[src/rtl/uart_pkg.sv]
// Shared UART definitions.
// Holds the transmit/receive state encoding and the default oversampling
// and data-width values, so that uart_sampling_tick, uart_tx_ctrl and the
// receive controller all take them from the same place.
package uart_pkg;

   localparam int DEF_SAMPLE = 32;   // s_tick pulses per bit period
   localparam int DEF_DBIT   = 8;    // data bits per frame

   typedef enum logic [2:0] {
      IDLE   = 3'd0,
      START  = 3'd1,
      DATA   = 3'd2,
      PARITY = 3'd3,
      STOP   = 3'd4
   } uart_state_e;

endpackage

[src/rtl/uart_tx_ctrl.sv]
// UART transmit controller.
// Pulls one byte at a time from the TX FIFO and shifts it out on the tx pin
// as start bit, DBIT data bits (LSB first), optional parity bit and
// STOP_BITS stop bits. Each bit lasts SAMPLE pulses of s_tick.
//
// Ports:
//   clk          system clock
//   reset_n      synchronous active-low reset
//   s_tick       one-cycle oversampling strobe
//   tx_data      byte to send, sampled on the handshake
//   tx_valid     FIFO not empty
//   tx_ready     byte accepted this cycle (FIFO read enable = tx_valid & tx_ready)
//   tx           serial line, idle high
//   tx_busy      frame in progress
//   tx_done_tick one-cycle pulse after the last stop bit completes
module uart_tx_ctrl
   import uart_pkg::*;
#(
   parameter int DBIT       = DEF_DBIT,
   parameter int SAMPLE     = DEF_SAMPLE,
   parameter int STOP_BITS  = 1,
   parameter int PARITY_EN  = 0,
   parameter int PARITY_ODD = 0
) (
   input  logic            clk,
   input  logic            reset_n,
   input  logic            s_tick,
   input  logic [DBIT-1:0] tx_data,
   input  logic            tx_valid,
   output logic            tx_ready,
   output logic            tx,
   output logic            tx_busy,
   output logic            tx_done_tick
);

   // s_cnt must reach the full stop period, which is the longest phase.
   localparam int CNT_W = $clog2(STOP_BITS * SAMPLE);
   localparam int N_W   = $clog2(DBIT);

   localparam logic [CNT_W-1:0] BIT_LAST  = CNT_W'(SAMPLE - 1);
   localparam logic [CNT_W-1:0] STOP_LAST = CNT_W'(STOP_BITS * SAMPLE - 1);
   localparam logic [N_W-1:0]   N_LAST    = N_W'(DBIT - 1);

   uart_state_e      state, state_nx;
   logic [CNT_W-1:0] s_cnt, s_cnt_nx;
   logic [N_W-1:0]   n, n_nx;
   logic [DBIT-1:0]  shift, shift_nx;
   logic             par, par_nx;
   logic             tx_nx;
   logic             done_nx;

   // State register and datapath registers
   always_ff @(posedge clk) begin
      if (!reset_n) begin
         state        <= IDLE;
         s_cnt        <= '0;
         n            <= '0;
         shift        <= '0;
         par          <= 1'b0;
         tx           <= 1'b1;
         tx_done_tick <= 1'b0;
      end else begin
         state        <= state_nx;
         s_cnt        <= s_cnt_nx;
         n            <= n_nx;
         shift        <= shift_nx;
         par          <= par_nx;
         tx           <= tx_nx;
         tx_done_tick <= done_nx;
      end
   end

   // Next-state and datapath update
   always_comb begin
      state_nx = state;
      s_cnt_nx = s_cnt;
      n_nx     = n;
      shift_nx = shift;
      par_nx   = par;
      done_nx  = 1'b0;
      unique case (state)
         IDLE: begin
            if (tx_valid && tx_ready) begin
               shift_nx = tx_data;
               s_cnt_nx = '0;
               n_nx     = '0;
               // Parity is fixed at acceptance, before the shifter destroys the byte.
               par_nx   = (^tx_data) ^ (PARITY_ODD != 0);
               state_nx = START;
            end
         end
         START: begin
            if (s_tick) begin
               if (s_cnt == BIT_LAST) begin
                  s_cnt_nx = '0;
                  state_nx = DATA;
               end else begin
                  s_cnt_nx = s_cnt + 1'b1;
               end
            end
         end
         DATA: begin
            if (s_tick) begin
               if (s_cnt == BIT_LAST) begin
                  s_cnt_nx = '0;
                  shift_nx = {1'b0, shift[DBIT-1:1]};
                  n_nx     = n + 1'b1;
                  if (n == N_LAST)
                     state_nx = (PARITY_EN != 0) ? PARITY : STOP;
               end else begin
                  s_cnt_nx = s_cnt + 1'b1;
               end
            end
         end
         PARITY: begin
            if (s_tick) begin
               if (s_cnt == BIT_LAST) begin
                  s_cnt_nx = '0;
                  state_nx = STOP;
               end else begin
                  s_cnt_nx = s_cnt + 1'b1;
               end
            end
         end
         STOP: begin
            if (s_tick) begin
               if (s_cnt == STOP_LAST) begin
                  s_cnt_nx = '0;
                  done_nx  = 1'b1;
                  state_nx = IDLE;
               end else begin
                  s_cnt_nx = s_cnt + 1'b1;
               end
            end
         end
         default: state_nx = IDLE;
      endcase
   end

   // Outputs. The line level is derived from the next state so the tx
   // register switches on the same edge as the state register.
   always_comb begin
      tx_nx = 1'b1;
      unique case (state_nx)
         IDLE:    tx_nx = 1'b1;
         START:   tx_nx = 1'b0;
         DATA:    tx_nx = shift_nx[0];
         PARITY:  tx_nx = par_nx;
         STOP:    tx_nx = 1'b1;
         default: tx_nx = 1'b1;
      endcase
      tx_ready = (state == IDLE) && reset_n;
      tx_busy  = (state != IDLE);
   end

endmodule
[config.mk]
export PLATFORM = sky130hd
export DESIGN_NAME = uart_tx_ctrl
export DESIGN_NICKNAME = d
export VERILOG_FILES = /design/src/rtl/uart_pkg.sv /design/src/rtl/uart_tx_ctrl.sv
export SDC_FILE = /design/constraint.sdc
export NUM_CORES = 1
export LEC_CHECK = 0
export CAP_MARGIN = 10
export CORE_UTILIZATION = 45
export DETAILED_ROUTE_END_ITERATION = 12
export GPL_ROUTABILITY_DRIVEN = 1
export HOLD_SLACK_MARGIN = 0.02
export PLACE_DENSITY_LB_ADDON = 0.08
export SLEW_MARGIN = 0
export SYNTH_ARGS = -nofsm -noshare
export SYNTH_HDL_FRONTEND = slang
export SYNTH_SLANG_ARGS = --single-unit
[constraint.sdc]
create_clock -name clk -period 1.7 [get_ports clk]
set_input_delay 0.34 -clock clk [delete_from_list [all_inputs] [get_ports clk]]
set_output_delay 0.34 -clock clk [all_outputs]
set_load 0.03 [all_outputs]
==> results of run 1 <==
==> Yosys cell counts (3+ instances only) <==
cell type   n  area (sq um)
inv_1       4          15.0
xnor2_1     7          61.3
nand2_1    17          63.8
clkbuf_1    3          11.3
dfxtp_1    22           440
ha_1        5          62.6
o21ai_0     3          15.0
a31oi_1     4          25.0
nand4_1     5          31.3
a22oi_1     6          45.0
a21oi_1    12          60.1
and2_1      4          25.0
nor2_1      5          18.8
==> sequential cells by signal (all words and copies together) (netlist names) <==
name / flops
tx: 1
par: 1
s_cnt: 5
n: 3
tx_done_tick: 1
state: 3
shift: 8
==> routing by layer <==
layer	vias up	wire [um]
met5	-	0
met4	0	33
met3	6	109
met2	31	1400
met1	510	1300
li1	550	-
==> final timing paths <==
path,from,endpoint,slack (ns),depth (start not counted)
worst max-delay path,s_cnt[1]$_SDFFE_PN0P_,tx$_SDFF_PN1_,0.02,6
worst min-delay path,shift[3]$_SDFFE_PN0P_,shift[3]$_SDFFE_PN0P_,0.47,2
worst max register to register,s_cnt[1]$_SDFFE_PN0P_,tx$_SDFF_PN1_,0.02,6
worst min register to register,shift[3]$_SDFFE_PN0P_,shift[3]$_SDFFE_PN0P_,0.47,2
==> kinds of logic after synthesis <==
group	share of synthesized area, %
AOI/OAI and AO/OA	22.1
xor gates and xnor gates	5.21
adders and majority gates	5.32
buffers and inverters	4.57
DFF	37.4
muxes	1.70
and+or+nand+nor	23.6
==> power by group <==
group          leakage [nW]  internal, mW  switching, mW
sequential            0.181         0.532         0.0145
combinational         0.381         0.109          0.102
clock                0.0279         0.238          0.166
==> area by class of cell <==
type | count | area share [%]
Tap cell | 30 | 2.26
Multi-Input combinational cell | 99 | 49.1
Timing Repair Buffer | 34 | 17.5
Sequential cell | 22 | 26.8
Clock inverter | 1 | 1.81
Inverter | 5 | 1.13
Clock buffer | 3 | 1.36
==> critical path, cell delays in order (launching register included) <==
cell	delay (ns)
dfxtp_2	0.36
ha_4	0.16
and3_4	0.19
ha_4	0.18
a311o_1	0.30
nor4b_2	0.25
o2111ai_1	0.12
==> timing repair <==
item	in CTS	in global routing
buffers inserted	1	2
cloned	0	1
gates resized for setup	4	11
pin swaps	2	11
setup endpoints to repair	8	16
==> per-stage QoR <==
stage | setup TNS (ns) | hold slack (ns) | instance area, sq um | utilization, % | worst slack, ns
2_1_floorplan | -0.184 | 0.432 | 1260 | - | -0.0416
3_3_place_gp | -1.99 | 0.443 | 1520 | 61.2 | -0.195
3_5_place_dp | -2.42 | 0.454 | 1520 | 61.2 | -0.196
4_1_cts | -0.0188 | 0.472 | 1600 | 64.6 | -0.0188
5_1_grt | -0.226 | 0.494 | 1660 | 67.0 | -0.0497
6_report | 0 | 0.470 | 1660 | 67.0 | 0.0212
==> impl_metrics.yaml, run 1 <==
clocking:
  cts_inserted_buffers: 3
  cts_tree: "done"
  hold_buffers: 0
  clock_latency_ns: 0.31
  cts-root-buf: "clkbuf_4"
  clk_pin_slew_ns: 0.13
  clock_path_buffers: 2
  cts.sinks: 22
  htree_levels: 1
sta:
  drv_slew: 0
  setup_viol: 0
  fin_crit_sh_pct: 98.8
  rsz0062_at_grt: "yes"
  max_freq_ghz: 0.596
  tightest_slew_ns: 0.502
  hold_viol_final: 0
  relSlewSlack_pct: 66.4
  fin_skew_ns: 0.00324
  finalCriticalPeriod_ns: 1.68
layout:
  instances_no_fill: 194
  fillers: 204
  layout_common_cells: "buf_4, dfxtp_1, nand2_1"
  fin_nets: 182
  diodes: 0
  multiInputGateArea_sq_um: 816
  drive_gt1_share_pct: 33.5
  syn_to_final_growth_pct: 41.2
  layout_commonest_cell: "buf_4"
  regArea_sq_um: 445
yosys:
  synth_cells: 131
  synth-seq-cells: 22
  syn_avg_cell_area_sq_um: 8.98
  yosys_warnings: 0
  syn-num-nets: 148
  ys_dominant_reg_cell: "dfxtp_1"
  syn_area_sq_mm: 0.00118
  ys_seq_area_share_pct: 37.4
  async_flop_share_pct: 0
  synth_edf_count: 0
  ys_types: 41
global_route:
  grt-ovfl-total: 0
  grt_use_met3_pct: 4.02
  grt_pass1_wl_mm: 4.23
  grt_use_total_pct: 20.9
  grt-busiest-layer: "met2"
  first_global_vias: 970
  grt_util_met1_pct: 24.7
  grt_max_degree: 14
  met2_usage_pct: 36.3
  grt_antenna_before_repair: 0
floorplan:
  die_h_um: 53.1
  dieWidth_um: 53.1
  placementRows: 18
  die_area_sq_mm: 0.00282
  io_pins: 16
  start_util_pct: 47.5
  core_area_sq_mm: 0.00248
min_path:
  hold_path.class: "flop to flop"
placement:
  dpl.hpwl_mm: 1.93
  gp_congestion: 0.844
  placedCellCount: 187
  io_buffers: 15
power:
  vdd_drop_max_mv: 0.550
  leakagePower_nw: 0.589
  p_per_area_mw_per_mm2: 700
  totalPowerFinal_mw: 1.16
route:
  wl_per_cell_um: 14.6
  drt_pass1_iterations: 5
  antenna_left: 0
  vias: 1097
  drt_iter0_markers: 17
  drcViolationCount: 0
  viasPerCell: 5.65
  wl_mm: 2.84
run:
  drv_cap: 0
critical_path:
  cp-start-kind: "flop"
  worstPathMaxFanout: 6
  worstPathRequired_ns: 1.90
  end_kind: "flop"
  worst_ep_arrival_time_ns: 1.88
  crit_type: "flop to flop"
run_status:
  status: "complete, no violations"
No activity file was read; power rests on OpenSTA's default activity.
==> inputs of run 2 (changes only) <==
Settings changed: CORE_ASPECT_RATIO set to 1.1.
==> impl_metrics.yaml, run 2 (synthesized netlist as in run 1, its figures left out) <==
global_route:
  grt_max_degree: 14
  grt_antenna_before_repair: 0
  grt_pass1_wl_mm: 4.68
  first_global_vias: 1116
  grt_use_met3_pct: 4.37
  grt-busiest-layer: "met2"
  grt_util_met1_pct: 25.6
  grt-ovfl-total: 0
  grt_use_total_pct: 21.8
  met2_usage_pct: 37.9
critical_path:
  ff2ff_setup_slack_ns: -0.02
  critPathLaunch: "s_cnt[0]$_SDFFE_PN0P_"
  worstPathRequired_ns: 1.93
  cp-start-kind: "flop"
  r2r_end: "s_cnt[3]$_SDFFE_PN0P_"
  worstPathMaxFanout: 3
  max_stage_delay_ns: 0.47
  reg2reg_depth: 5
  rr_startpoint: "s_cnt[0]$_SDFFE_PN0P_"
  crit_type: "flop to flop"
  crit_end: "s_cnt[3]$_SDFFE_PN0P_"
  cp_slowest_cell: "or4_4"
  crit_chain: "ha_4, and3_4, ha_4, or4_4, o32ai_2"
  crit_top_cell: "ha_4"
  worst_ep_arrival_time_ns: 1.95
  end_kind: "flop"
sta:
  hold_viol_final: 0
  drv_slew: 0
  fin_crit_sh_pct: 101
  setup_viol: 1
  holdWs_ns: 0.468
  tightest_slew_ns: 0.326
  rsz0062_at_grt: "yes"
  fin_skew_ns: 0.00420
  relSlewSlack_pct: 78.3
  layout_setup_ws_ns: -0.0221
  finalCriticalPeriod_ns: 1.72
  max_freq_ghz: 0.581
  setup_tns_ns: -0.0221
layout:
  drive_gt1_share_pct: 33.3
  syn_to_final_growth_pct: 42.8
  top_register: "shift"
  regArea_sq_um: 452
  fillers: 226
  layout_commonest_cell: "buf_4"
  multiInputGateArea_sq_um: 812
  layout_common_cells: "buf_4, nand2_1, dfxtp_1"
  largest_reg_flops: 8
  reg.largest.list: "shift (8), s_cnt (5)"
  fin_nets: 186
  diodes: 0
route:
  viasPerCell: 5.59
  antenna_left: 0
  drt_pass1_iterations: 4
  vias: 1113
  wl_mm: 2.76
  drt_iter0_markers: 10
  wl_per_cell_um: 13.9
  drcViolationCount: 0
clocking:
  cts_inserted_buffers: 3
  clock_latency_ns: 0.31
  clk_pin_slew_ns: 0.13
  htree_levels: 1
  clock_path_buffers: 2
  cts-root-buf: "clkbuf_4"
  cts_tree: "done"
  cts.sinks: 22
  hold_buffers: 0
floorplan:
  placementRows: 19
  die_area_sq_mm: 0.00282
  core_area_sq_mm: 0.00250
  io_pins: 16
  dieWidth_um: 50.7
  start_util_pct: 47.1
  die_h_um: 55.6
power:
  pwr-share-seq_pct: 50.7
  swShare_pct: 26.9
  p_clk_share_pct: 28.1
  p_per_area_mw_per_mm2: 634
  vdd_drop_max_mv: 0.531
  p_int_mw: 0.778
  leakagePower_nw: 0.586
  totalPowerFinal_mw: 1.06
  combPwrFrac_pct: 21.2
  power.net_switching_mw: 0.286
placement:
  gp_congestion: 0.828
  io_buffers: 15
  dpl.hpwl_mm: 2.01
run:
  drv_cap: 0
run_status:
  status: "finished with violations"
  violations: "negative setup slack"
min_path:
  hold_path.class: "flop to flop"
==> run 2: cell types whose count changed in the layout (fill, tap and decap cells not counted), sizes merged <==
cell	previous run	this run
clkbuf	3	4
dlymetal6s2s	1	0
clkdlybuf4s50	12	13
buf	21	25
bufinv	1	0
==> run 2: repair_timing <==
action                                  4_1_cts  5_1_grt
endpoints found under the setup margin        8       13
pin swaps                                     1        7
resized for setup                             4       11
cloned                                        0        1
buffers inserted                              2        2
==> run 2: worst min-delay path by stage <==
stage,start,endpoint,slack (ns),cells after the start
floorplan,shift[6]$_SDFFE_PN0P_,shift[6]$_SDFFE_PN0P_,0.43,2
global placement,n[1]$_SDFFE_PN0P_,n[1]$_SDFFE_PN0P_,0.44,2
detailed placement,n[2]$_SDFFE_PN0P_,n[2]$_SDFFE_PN0P_,0.45,2
CTS,n[2]$_SDFFE_PN0P_,n[2]$_SDFFE_PN0P_,0.47,2
global route,n[2]$_SDFFE_PN0P_,n[2]$_SDFFE_PN0P_,0.50,2
finish,shift[4]$_SDFFE_PN0P_,shift[4]$_SDFFE_PN0P_,0.47,2
==> run 2: layout make-up <==
type	count	area share, %
tap	31	2.31
inverter	5	1.12
clock buffer	4	2.16
timing repair buffer	38	19.2
sequential	22	26.9
multi-input combinational	99	48.4
==> run 2: routing by layer <==
metal	vias up	share of wire, %
met5	-	0
met2	19	51
met1	529	44
met4	0	1.5
li1	559	-
met3	6	2.8
==> run 2: power by group through the flow <==
stage / Combinational [mW] / Clock [mW] / Sequential [mW]
2_1_floorplan: 0.117 / 0 / 0.555
5_1_grt: 0.244 / 0.333 / 0.542
3_5_place_dp: 0.202 / 0 / 0.557
3_3_place_gp: 0.198 / 0 / 0.557
4_1_cts: 0.213 / 0.306 / 0.541
6_report: 0.226 / 0.299 / 0.540
==> run 2: per-stage QoR <==
| stage | cells | cell area (sq um) | util, % | worst slack (ns) |
|---|---|---|---|---|
| 2_1_floorplan | 131 | 1260 | - | -0.0416 |
| 3_3_place_gp | 190 | 1530 | 61.4 | -0.141 |
| 3_5_place_dp | 190 | 1530 | 61.4 | -0.201 |
| 4_1_cts | 196 | 1600 | 64.2 | -0.0232 |
| 5_1_grt | 199 | 1680 | 67.3 | -0.0663 |
| 6_report | 199 | 1680 | 67.3 | -0.0221 |
==> run 2: worst max-delay path, delay by kind of cell (launching register included) <==
kind | cells | cell delay, ns
AOI/OAI and AO/OA | 1 | 0.29
and+or+nand+nor | 2 | 0.66
adders and majority gates | 2 | 0.33
DFF | 1 | 0.36
==> inputs of run 3 (changes only) <==
Settings changed: CORE_MARGIN set to 5.
==> impl_metrics.yaml, run 3 (synthesized netlist as in run 1, its figures left out) <==
run_status:
  status: "finished with violations"
  violations: "negative setup slack"
layout:
  drive_gt1_share_pct: 30.9
  instances_no_fill: 196
  top_register: "shift"
  reg.largest.list: "shift (8), s_cnt (5)"
  layout_common_cells: "buf_4, dfxtp_1, nand2_1"
  multiInputGateArea_sq_um: 797
  diodes: 0
  fillers: 214
  largest_reg_flops: 8
  syn_to_final_growth_pct: 38.2
  fin_area_sq_mm: 0.00163
  fin_nets: 184
  layout_commonest_cell: "buf_4"
  regArea_sq_um: 445
power:
  swShare_pct: 27.1
  leakagePower_nw: 0.561
  power.net_switching_mw: 0.271
  p_int_mw: 0.728
  combPwrFrac_pct: 21.7
  p_per_area_mw_per_mm2: 615
  totalPowerFinal_mw: 1.00
  vdd_drop_max_mv: 0.504
  pwr-share-seq_pct: 54.6
  p_clk_share_pct: 23.8
global_route:
  grt_max_degree: 13
  grt_use_total_pct: 15.4
  grt-ovfl-total: 0
  grt_util_met1_pct: 18.7
  grt_antenna_before_repair: 0
  grt_pass1_wl_mm: 4.58
  grt_use_met3_pct: 2.24
  met2_usage_pct: 26.7
  grt-busiest-layer: "met2"
  first_global_vias: 1081
sta:
  hold_viol_final: 0
  setup_viol: 1
  rsz0062_at_grt: "yes"
  fin_skew_ns: 0.00238
  relSlewSlack_pct: 65.2
  drv_slew: 0
  layout_setup_ws_ns: -0.0312
  fin_crit_sh_pct: 102
  tightest_slew_ns: 0.520
  max_freq_ghz: 0.578
  holdWs_ns: 0.462
  finalCriticalPeriod_ns: 1.73
  setup_tns_ns: -0.0312
route:
  vias: 1094
  viasPerCell: 5.58
  drt_pass1_iterations: 4
  drt_iter0_markers: 38
  wl_per_cell_um: 14.3
  drcViolationCount: 0
  wl_mm: 2.80
  antenna_left: 0
clocking:
  clock_latency_ns: 0.31
  cts.sinks: 22
  clk_pin_slew_ns: 0.12
  htree_levels: 1
  cts_inserted_buffers: 3
  clock_path_buffers: 2
  cts-root-buf: "clkbuf_4"
  cts_tree: "done"
  hold_buffers: 0
floorplan:
  die_area_sq_mm: 0.00374
  die_h_um: 63.6
  placementRows: 19
  start_util_pct: 47.1
  dieWidth_um: 58.7
  core_area_sq_mm: 0.00250
  io_pins: 16
placement:
  placed_area_sq_mm: 0.00153
  dpl.hpwl_mm: 2.07
  gp_congestion: 0.891
  io_buffers: 15
  placedCellCount: 190
critical_path:
  crit_type: "flop to flop"
  crit_buf_inv: 0
  worstPathRequired_ns: 1.89
  worstPathMaxFanout: 3
  cp_slowest_cell: "dfxtp_2"
  max_stage_delay_ns: 0.35
  crit_top_cell: "ha_4"
  crit_chain: "ha_4, and3_4, ha_4, a311o_1, nor4b_2, o2111ai_1"
  crit_family: "simple AND/OR/NAND/NOR gates"
  end_kind: "flop"
  cp-start-kind: "flop"
  worst_ep_arrival_time_ns: 1.92
run:
  drv_cap: 0
min_path:
  hold_path.class: "flop to flop"
[run 3: changes by cell type in the layout (fill, tap and decap cells not counted), sizes merged]
cell and change:
buf -2, clkbuf -1
[run 3: layer usage]
layer / vias up / part of all wire, %
li1: 557 / -
met1: 516 / 43
met2: 17 / 52
met3: 4 / 3.3
met4: 0 / 1.1
met5: - / 0
[run 3: tightest hold or removal path: cells and delay by family (launching register included)]
kind | cells | cell delay [ns]
DFF | 1 | 0.33
AOI/OAI and AO/OA | 1 | 0.05
and+or+nand+nor | 1 | 0.05
[run 3: power groups by stage]
stage | Combinational (mW) | Clock, mW | Sequential (mW)
after floorplan | 0.117 | 0 | 0.555
after global placement | 0.199 | 0 | 0.557
after detailed placement | 0.202 | 0 | 0.557
after CTS | 0.209 | 0.252 | 0.545
after global routing | 0.234 | 0.265 | 0.549
final | 0.217 | 0.238 | 0.546
[run 3: final timing paths]
path,endpoint,slack [ns],from,cells after the start
setup reg to reg,tx$_SDFF_PN1_,-0.03,s_cnt[1]$_SDFFE_PN0P_,6
setup / recovery,tx$_SDFF_PN1_,-0.03,s_cnt[1]$_SDFFE_PN0P_,6
hold reg to reg,shift[3]$_SDFFE_PN0P_,0.46,shift[3]$_SDFFE_PN0P_,2
hold / removal,shift[3]$_SDFFE_PN0P_,0.46,shift[3]$_SDFFE_PN0P_,2
[run 3: final cells by class]
cell class	instances	share of cell area, %
repair buffers	36	18.6
clock buffers	3	1.39
flip-flops and latches	22	27.4
multi-input cells	99	49.0
inverters	5	1.15
well taps	31	2.39
[run 3: repair_timing]
item / in CTS / in global routing
pin swaps: 3 / 9
setup buffers: 2 / 0
setup endpoints to repair: 10 / 15
gates resized for setup: 3 / 6
cloned: 0 / 1
[run 3: stage by stage]
| step | util, % | setup slack [ns] |
|---|---|---|
| floorplan | - | -0.0416 |
| global placement | 61.4 | -0.249 |
| detailed placement | 61.4 | -0.203 |
| CTS | 63.5 | -0.00108 |
| global route | 65.1 | -0.110 |
| finish | 65.1 | -0.0312 |
